### src/rtl/divider_pkg.sv
// Shared definitions for the sequential restoring divider: FSM encoding and default width.
package divider_pkg;

    localparam int DEF_WIDTH = 4;

    typedef enum logic [1:0] {
        ST_IDLE = 2'd0,
        ST_RUN  = 2'd1,
        ST_DONE = 2'd2
    } div_state_t;

endpackage

### src/rtl/sub_stage.sv
// Ripple-carry trial subtractor: a - b as a + ~b + 1, borrow is the inverted carry-out.
module sub_stage #(
    parameter int W = 5
) (
    input  logic [W-1:0] a,
    input  logic [W-1:0] b,
    output logic [W-1:0] diff,
    output logic         borrow
);

    always_comb begin
        logic c;
        logic bi;
        diff = '0;
        c    = 1'b1;
        for (int i = 0; i < W; i++) begin
            bi      = ~b[i];
            diff[i] = a[i] ^ bi ^ c;
            c       = (a[i] & bi) | (a[i] & c) | (bi & c);
        end
        borrow = ~c;
    end

endmodule

### src/rtl/seq_divider4.sv
// Sequential unsigned divider: one restoring shift-subtract step per RUN cycle,
// a single shared trial subtractor, fixed latency of WIDTH+1 cycles.
module seq_divider4
    import divider_pkg::*;
#(
    parameter int WIDTH = DEF_WIDTH
) (
    input  logic             clk,
    input  logic             rst_n,
    input  logic             start,
    input  logic [WIDTH-1:0] dividend,
    input  logic [WIDTH-1:0] divisor,
    output logic             busy,
    output logic             done,
    output logic [WIDTH-1:0] quotient,
    output logic [WIDTH-1:0] remainder,
    output logic             dbz
);

    localparam int CNT_W = (WIDTH > 1) ? $clog2(WIDTH) : 1;
    localparam logic [CNT_W-1:0] LAST_CNT = CNT_W'(WIDTH - 1);

    div_state_t       state_q, state_d;
    logic [CNT_W-1:0] cnt_q, cnt_d;
    logic [WIDTH-1:0] dvd_q, dvd_d;
    logic [WIDTH-1:0] dvs_q, dvs_d;
    logic [WIDTH:0]   part_q, part_d;
    logic [WIDTH-1:0] quo_q, quo_d;
    logic [WIDTH-1:0] rem_q, rem_d;
    logic             dbz_q, dbz_d;

    logic [WIDTH:0]   shifted;
    logic [WIDTH:0]   trial;
    logic             borrow;
    logic [WIDTH:0]   part_next;
    logic [WIDTH-1:0] dvd_next;

    // dvd_q doubles as the quotient accumulator: dividend bits leave at the top
    // while quotient bits enter at the bottom.
    assign shifted   = {part_q[WIDTH-1:0], dvd_q[WIDTH-1]};
    assign part_next = borrow ? shifted : trial;
    assign dvd_next  = {dvd_q[WIDTH-2:0], ~borrow};

    sub_stage #(.W(WIDTH + 1)) u_sub (
        .a      (shifted),
        .b      ({1'b0, dvs_q}),
        .diff   (trial),
        .borrow (borrow)
    );

    always_comb begin
        state_d = state_q;
        cnt_d   = cnt_q;
        dvd_d   = dvd_q;
        dvs_d   = dvs_q;
        part_d  = part_q;
        quo_d   = quo_q;
        rem_d   = rem_q;
        dbz_d   = dbz_q;
        case (state_q)
            ST_IDLE: begin
                if (start) begin
                    dvd_d  = dividend;
                    dvs_d  = divisor;
                    cnt_d  = '0;
                    part_d = '0;
                    if (divisor == '0) begin
                        state_d = ST_DONE;
                        quo_d   = '1;
                        rem_d   = dividend;
                        dbz_d   = 1'b1;
                    end else begin
                        state_d = ST_RUN;
                    end
                end
            end
            ST_RUN: begin
                part_d = part_next;
                dvd_d  = dvd_next;
                cnt_d  = cnt_q + 1'b1;
                if (cnt_q == LAST_CNT) begin
                    state_d = ST_DONE;
                    quo_d   = dvd_next;
                    rem_d   = part_next[WIDTH-1:0];
                    dbz_d   = 1'b0;
                end
            end
            ST_DONE: state_d = ST_IDLE;
            default: state_d = ST_IDLE;
        endcase
    end

    always_ff @(posedge clk or negedge rst_n) begin
        if (!rst_n) begin
            state_q <= ST_IDLE;
            cnt_q   <= '0;
            dvd_q   <= '0;
            dvs_q   <= '0;
            part_q  <= '0;
            quo_q   <= '0;
            rem_q   <= '0;
            dbz_q   <= 1'b0;
        end else begin
            state_q <= state_d;
            cnt_q   <= cnt_d;
            dvd_q   <= dvd_d;
            dvs_q   <= dvs_d;
            part_q  <= part_d;
            quo_q   <= quo_d;
            rem_q   <= rem_d;
            dbz_q   <= dbz_d;
        end
    end

    assign busy      = (state_q != ST_IDLE);
    assign done      = (state_q == ST_DONE);
    assign quotient  = quo_q;
    assign remainder = rem_q;
    assign dbz       = dbz_q;

endmodule
### config.mk
export PLATFORM = sky130hd
export DESIGN_NAME = seq_divider4
export DESIGN_NICKNAME = d
export VERILOG_FILES = /design/src/rtl/divider_pkg.sv /design/src/rtl/sub_stage.sv /design/src/rtl/seq_divider4.sv
export SDC_FILE = /design/constraint.sdc
export NUM_CORES = 1
export LEC_CHECK = 0
export ABC_CLOCK_PERIOD_IN_PS = 2250
export CAP_MARGIN = 20
export CORE_MARGIN = 10
export CORE_UTILIZATION = 45
export DETAILED_ROUTE_END_ITERATION = 6
export DONT_BUFFER_PORTS = 1
export PLACE_DENSITY_LB_ADDON = 0.3
export SLEW_MARGIN = 10
export SYNTH_ARGS = -nofsm -noshare
export SYNTH_HDL_FRONTEND = slang
export SYNTH_SLANG_ARGS = --single-unit
### constraint.sdc
create_clock -name clk -period 2.25 [get_ports clk]
set_input_delay 0.225 -clock clk [delete_from_list [all_inputs] [get_ports clk]]
set_output_delay 0.225 -clock clk [all_outputs]
set_load 0.005 [all_outputs]
==> results.cfg, run 1 <==
[drt]
drt_pass1_iterations = 4
postRouteWirelength_um = 2795
drt_drc_violations_left = 0
routedWlPerCell_um = 16.84
postRouteAntennaNets = 0
drt-vias-per-instance = 5.627
dr_total_vias = 934
detail_route.iter0.violations = 48

[yosys]
area_of_the_mapped_netlist_um2 = 1251
yosys_warnings = 0
synth_seq_cells = 25
synth_cell_types = 30
postSynth.asyncResetShare = 1.000
synth.net_count = 142
post_synth_inst_count = 126
synth_sequential_area_ratio = 0.5000
syn-mean-instance-area_um2 = 9.930
synth-main-ff-cell = dfrtp_1
synth-edff-count = 0

[sta]
report.final.slew_viol_count = 0
hold_viol_final = 0
period_needed_ns = 2.328
maxClockFrequency_mhz = 429.6
rsz0062_at_grt = yes
max_slew_margin = 0.5327
number_of_endpoints_failing_setup_at_the_final_stage = 7
setup_ws_ns = -0.07756
finalCritPeriodShare = 1.034
timing.clock.skew_ns = 0.01016
worst-slew-pin-transition_ns = 0.6945

[job]
cap_violations = 0

[global_route]
largest_net_degree_at_the_start_of_global_routing = 26
grt_util_met2 = 0.1570
number_of_global_route_vias_before_repair = 894
groute.layer.met3.usage = 0.03946
globalRouteTotalUtil = 0.1101
antenna_found_initial = 0
groute.layer.met1.usage = 0.1446
grt_pass1_wl_um = 4560
globalRoute.busiestLayer = met2
overflow = 0

[die]
die_width_um = 72.73
core_area_um2 = 2710
io_pins = 22
rows = 19
die_height_um = 72.73
initial_core_util = 0.4617
die-area_um2 = 5290

[power_and_ir_drop]
vdd_drop_max_mv = 0.6949
power-per-cell-area_nw_per_um2 = 1516
leakagePower_nw = 0.6309
power_mw = 2.182

[placement]
placement.setup.worst_slack_ns = -0.1957
hpwl_reported_at_the_end_of_detailed_placement_um = 2034
placed_area_um2 = 1297
post-place-cells = 154
portBuffers = 0
gpl_congestion = 0.8983

[critical_path]
critPathKind = reg -> reg
timing.critical_path.required_ns = 2.48
timing.critical_path.to_type = flip-flop
startpoint_type = flip-flop
path_max_fanout = 4
regToRegSetupSlack_ns = -0.08
arrival_ns = 2.56

[finish]
n_fill_cell = 249
finalNetCount = 152
multi_input_area_um2 = 611.8
drive_gt1_frac = 0.2074
antenna_diode_count = 0
area.growth.synth_to_final_pct = 15.00
finalInstanceArea_um2 = 1439
layout.cells.non_filler = 166
ff_latch_area_um2 = 625.6

[clock_network]
tritoncts.num_buffers = 3
cts_root_buf = clkbuf_4
clock_sink_count = 25
h_tree_level_count = 1
cts.reportedPaths.clkPinSlew_ns = 0.15
latest_clock_arrival_within_the_worst_skew_pair_ns = 0.34
tritoncts = yes
cts-root-to-sink-buffers = 2

[status]
status = complete, but fails checks
violated_checks = setup timing

[worst_hold_path]
hold_path_class = in -> reg
==> synth_stat cells (2+ instances only) <==
library cell	count	area, µm²
and3b_1	2	17.52
o21a_1	2	15.01
ha_1	2	25.02
or2_2	2	12.51
a21oi_1	6	30.03
o211ai_1	2	15.01
clkbuf_1	4	15.01
o22ai_1	2	12.51
inv_1	8	30.03
dfrtp_1	25	625.6
buf_2	2	10.01
fa_1	3	60.06
o21ai_0	11	55.05
mux2i_1	2	20.02
nor2b_1	4	25.02
nand2_1	21	78.83
nor2_1	7	26.28
nor3b_1	2	15.01
o31ai_1	4	30.03
a2bb2oi_1	5	43.79
==> worst max-delay path, cell delays in order, from the launching register on <==
cell       delay (ns)
dfrtp_1          0.42
inv_2            0.08
ha_4             0.12
inv_2            0.03
fa_2             0.32
inv_2            0.07
fa_2             0.19
inv_2            0.04
fa_2             0.36
or2_4            0.25
o211ai_1         0.27
a2bb2oi_2        0.10
==> cell families after synthesis <==
kind of cell,share of synthesized area
DFF,0.5000
adders and majority gates,0.06800
and+or+nand+nor,0.1790
muxes,0.01600
AOI/OAI and AO/OA,0.1930
buffers and inverters,0.04400
==> worst paths after layout <==
path                                            from  depth (start not counted)                  endpoint
min in group asynchronous                      rst_n                          2   quotient[1]$_DFFE_PN0P_
max in group asynchronous                      rst_n                          2     part_q[3]$_DFFE_PN0P_
worst max register to register  dvd_q[3]$_DFFE_PN0P_                         11  remainder[0]$_DFFE_PN0P_
worst max-delay path            dvd_q[3]$_DFFE_PN0P_                         11  remainder[0]$_DFFE_PN0P_
worst min register to register  cnt_q[0]$_DFFE_PN0P_                          1      cnt_q[0]$_DFFE_PN0P_
worst min-delay path                      divisor[1]                          2      dvs_q[1]$_DFFE_PN0P_
==> report_power, final <==
part / switching [mW] / total [mW] / internal (mW)
logic: 0.543 / 1.10 / 0.557
clock network: 0.147 / 0.216 / 0.0684
registers: 0.207 / 0.867 / 0.660
total: 0.896 / 2.18 / 1.29
==> per-stage QoR <==
stage	setup TNS [ns]	hold slack, ns	utilization
3_3_place_gp	-0.4063	-0.06955	0.4788
3_5_place_dp	-0.7335	-0.06946	0.4788
5_1_grt	-1.148	0.01841	0.5309
4_1_cts	-0.4033	0.001592	0.5217
6_report	-0.2745	0.003677	0.5309
2_1_floorplan	-0.02299	-0.07059	-
==> cell type report <==
| cell class | count | share of cell area |
|---|---|---|
| clock buffer | 3 | 0.01565 |
| inverter | 8 | 0.02087 |
| multi-input combinational | 87 | 0.4252 |
| tap | 31 | 0.02696 |
| sequential | 25 | 0.4348 |
| clock inverter | 1 | 0.005217 |
| timing repair buffer | 11 | 0.07130 |
==> per-layer routing <==
layer  vias to the layer above  share of wire
met3                         5          0.076
met1                       447           0.46
met2                        26           0.45
met5                         -              0
li1                        456              -
met4                         0          0.018
==> cells in the final DEF (no fill, tap or decap), types with 2 or more instances in the layout <==
master / count
o21ai_1: 2
o21ai_0: 7
nor2b_1: 4
a21oi_1: 6
o211ai_1: 2
fa_2: 3
o21ai_2: 2
inv_2: 4
buf_4: 7
nand2_1: 21
clkbuf_4: 3
o31ai_1: 4
o21a_1: 2
and3b_1: 2
dfrtp_1: 25
inv_1: 4
mux2i_1: 2
o22ai_1: 2
nor2_1: 7
nor3b_2: 2
dlygate4sd3_1: 3
a2bb2oi_1: 4
==> what timing repair did <==
item,in CTS,in global routing
hold buffers,4,0
setup endpoints to repair,9,10
pin swaps,3,6
gates resized for setup,6,6
hold endpoints to repair,27,0
setup buffers,3,1
==> flip-flops by register name, summed over array words and instances, names as in the netlist <==
signal and count:
state_q 2, remainder 4, cnt_q 2, dvs_q 4
part_q 4, dbz 1, dvd_q 4, quotient 4
Note: power is estimated with default switching activity, not from simulation.
==> inputs of run 2 (changes only) <==
--- a/config.mk
+++ b/config.mk
@@ -5,7 +5,7 @@
 export SDC_FILE = /design/constraint.sdc
 export NUM_CORES = 1
 export LEC_CHECK = 0
-export ABC_CLOCK_PERIOD_IN_PS = 2250
+export ABC_CLOCK_PERIOD_IN_PS = 2200
 export CAP_MARGIN = 20
 export CORE_MARGIN = 10
 export CORE_UTILIZATION = 45
==> constraint.sdc (replaced) <==
create_clock -name clk -period 2.2 [get_ports clk]
set_input_delay 0.22 -clock clk [delete_from_list [all_inputs] [get_ports clk]]
set_output_delay 0.22 -clock clk [all_outputs]
set_load 0.005 [all_outputs]
==> run 2 against run 1 <==
Net effect: the run still ends with setup timing left; sequential share of layout area grew 1.0 points; first-iteration DRC count rose by 50%; global-route usage is 0.13 points higher.
==> results.cfg, run 2 (synthesis results as in run 1) <==
[sta]
number_of_endpoints_failing_setup_at_the_final_stage = 10
maxClockFrequency_mhz = 429.3
finalCritPeriodShare = 1.059
rsz0062_at_grt = yes
setup_ws_ns = -0.1292
report.final.slew_viol_count = 0
worst-slew-pin-transition_ns = 0.6844
period_needed_ns = 2.329
max_slew_margin = 0.5395
timing.clock.skew_ns = 0.008713
hold_viol_final = 0

[clock_network]
latest_clock_arrival_within_the_worst_skew_pair_ns = 0.32
cts-root-to-sink-buffers = 2
cts_root_buf = clkbuf_4
tritoncts = yes
clock_sink_count = 25
h_tree_level_count = 1
tritoncts.num_buffers = 3
cts.reportedPaths.clkPinSlew_ns = 0.13

[critical_path]
length_in_cells_of_the_worst_reg_to_reg_path = 11
timing.critical_path.required_ns = 2.41
timing.critical_path.to_type = flip-flop
startpoint_type = flip-flop
path_max_fanout = 4
critPathKind = reg -> reg
worstReg2RegEnd = part_q[0]$_DFFE_PN0P_
regToRegSetupSlack_ns = -0.13
crit-reg2reg-launch = dvd_q[3]$_DFFE_PN0P_
arrival_ns = 2.53

[job]
cap_violations = 0

[finish]
layout_common_cells = 25 x dfrtp_1, 21 x nand2_1, 7 x o21ai_0, 7 x nor2_1
finalInstanceArea_um2 = 1406
antenna_diode_count = 0
area.growth.synth_to_final_pct = 12.40
layout.cells.non_filler = 164
drive_gt1_frac = 0.1880
finalNetCount = 150
mostFrequentLayoutCell = dfrtp_1

[power_and_ir_drop]
power_mw = 2.199
leakagePower_nw = 0.6231
power-per-cell-area_nw_per_um2 = 1564
vdd_drop_max_mv = 0.7544

[global_route]
largest_net_degree_at_the_start_of_global_routing = 26
number_of_global_route_vias_before_repair = 916
globalRouteTotalUtil = 0.1114
antenna_found_initial = 0
overflow = 0
grt_pass1_wl_um = 4657

[die]
io_pins = 22
initial_core_util = 0.4617
rows = 19
die-area_um2 = 5290
die_width_um = 72.73
die_height_um = 72.73
core_area_um2 = 2710

[drt]
drt-vias-per-instance = 5.585
drt_drc_violations_left = 0
drt_pass1_iterations = 4
dr_total_vias = 916
routedWlPerCell_um = 17.32
postRouteAntennaNets = 0
detail_route.iter0.violations = 72
postRouteWirelength_um = 2840

[placement]
hpwl_reported_at_the_end_of_detailed_placement_um = 2080
post-place-cells = 155
placed_area_um2 = 1305
portBuffers = 0
placement.setup.worst_slack_ns = -0.2306
gpl_congestion = 0.9148

[status]
status = complete, but fails checks
violated_checks = setup timing

[worst_hold_path]
worstHoldStart = divisor[2]
min_to = dvs_q[2]$_DFFE_PN0P_
hold_path_class = in -> reg
min_delay_path_depth = 2
run 2: where the power goes:
part / leakage (nW) / internal [mW] / switching [mW]
registers: 0.294 / 0.675 / 0.204
logic: 0.311 / 0.548 / 0.562
clock network: 0.0177 / 0.0681 / 0.142
run 2: worst max path at each step:
stage	from	end	slack (ns)	depth (start not counted)
2_1_floorplan	dvd_q[3]$_DFFE_PN0P_	remainder[0]$_DFFE_PN0P_	-0.07	11
6_report	dvd_q[3]$_DFFE_PN0P_	part_q[0]$_DFFE_PN0P_	-0.13	11
4_1_cts	dvd_q[3]$_DFFE_PN0P_	remainder[0]$_DFFE_PN0P_	-0.14	11
3_3_place_gp	dvd_q[3]$_DFFE_PN0P_	remainder[0]$_DFFE_PN0P_	-0.19	11
3_5_place_dp	dvd_q[3]$_DFFE_PN0P_	remainder[0]$_DFFE_PN0P_	-0.23	11
5_1_grt	dvd_q[3]$_DFFE_PN0P_	remainder[0]$_DFFE_PN0P_	-0.22	12
run 2: cell type report:
type / count / area [µm²]
inverters: 8 / 30.03
repair buffers: 9 / 85.08
well taps: 31 / 38.79
fillers: 254 / 1304
clock inverters: 1 / 5.005
clock buffers: 3 / 22.52
multi-input cells: 87 / 599.3
flip-flops and latches: 25 / 625.6
run 2: worst max-delay path, stage by stage (launching register included):
cell,delay (ns)
dfrtp_1,0.40
inv_1,0.06
ha_2,0.16
inv_2,0.04
fa_2,0.32
inv_2,0.06
fa_2,0.19
inv_2,0.04
fa_2,0.36
or2_4,0.25
o211ai_1,0.26
nand2_1,0.10
run 2: repair_timing:
item | 4_1_cts | 5_1_grt
setup endpoints to repair | 10 | 10
hold endpoints to repair | 25 | 1
hold buffers | 2 | 1
pin swaps | 4 | 4
gates resized for setup | 4 | 5
buffers inserted | 1 | 1
run 2: metrics by stage:
step,utilization,hold slack [ns],setup TNS (ns)
global route,0.5189,0.001828,-1.878
global placement,0.4815,-0.07457,-0.8009
CTS,0.5069,0.001278,-0.6232
floorplan,-,-0.07559,-0.2081
finish,0.5189,0.006085,-0.7245
detailed placement,0.4815,-0.07460,-1.236
run 2: per-layer routing:
layer / share of wire / vias to the layer above / track usage
met3: 0.069 / 4 / 0.04218
met5: 0 / - / 0
li1: - / 453 / -
met1: 0.44 / 443 / 0.1401
met4: 0.0088 / 0 / 0.03797
met2: 0.48 / 16 / 0.1705
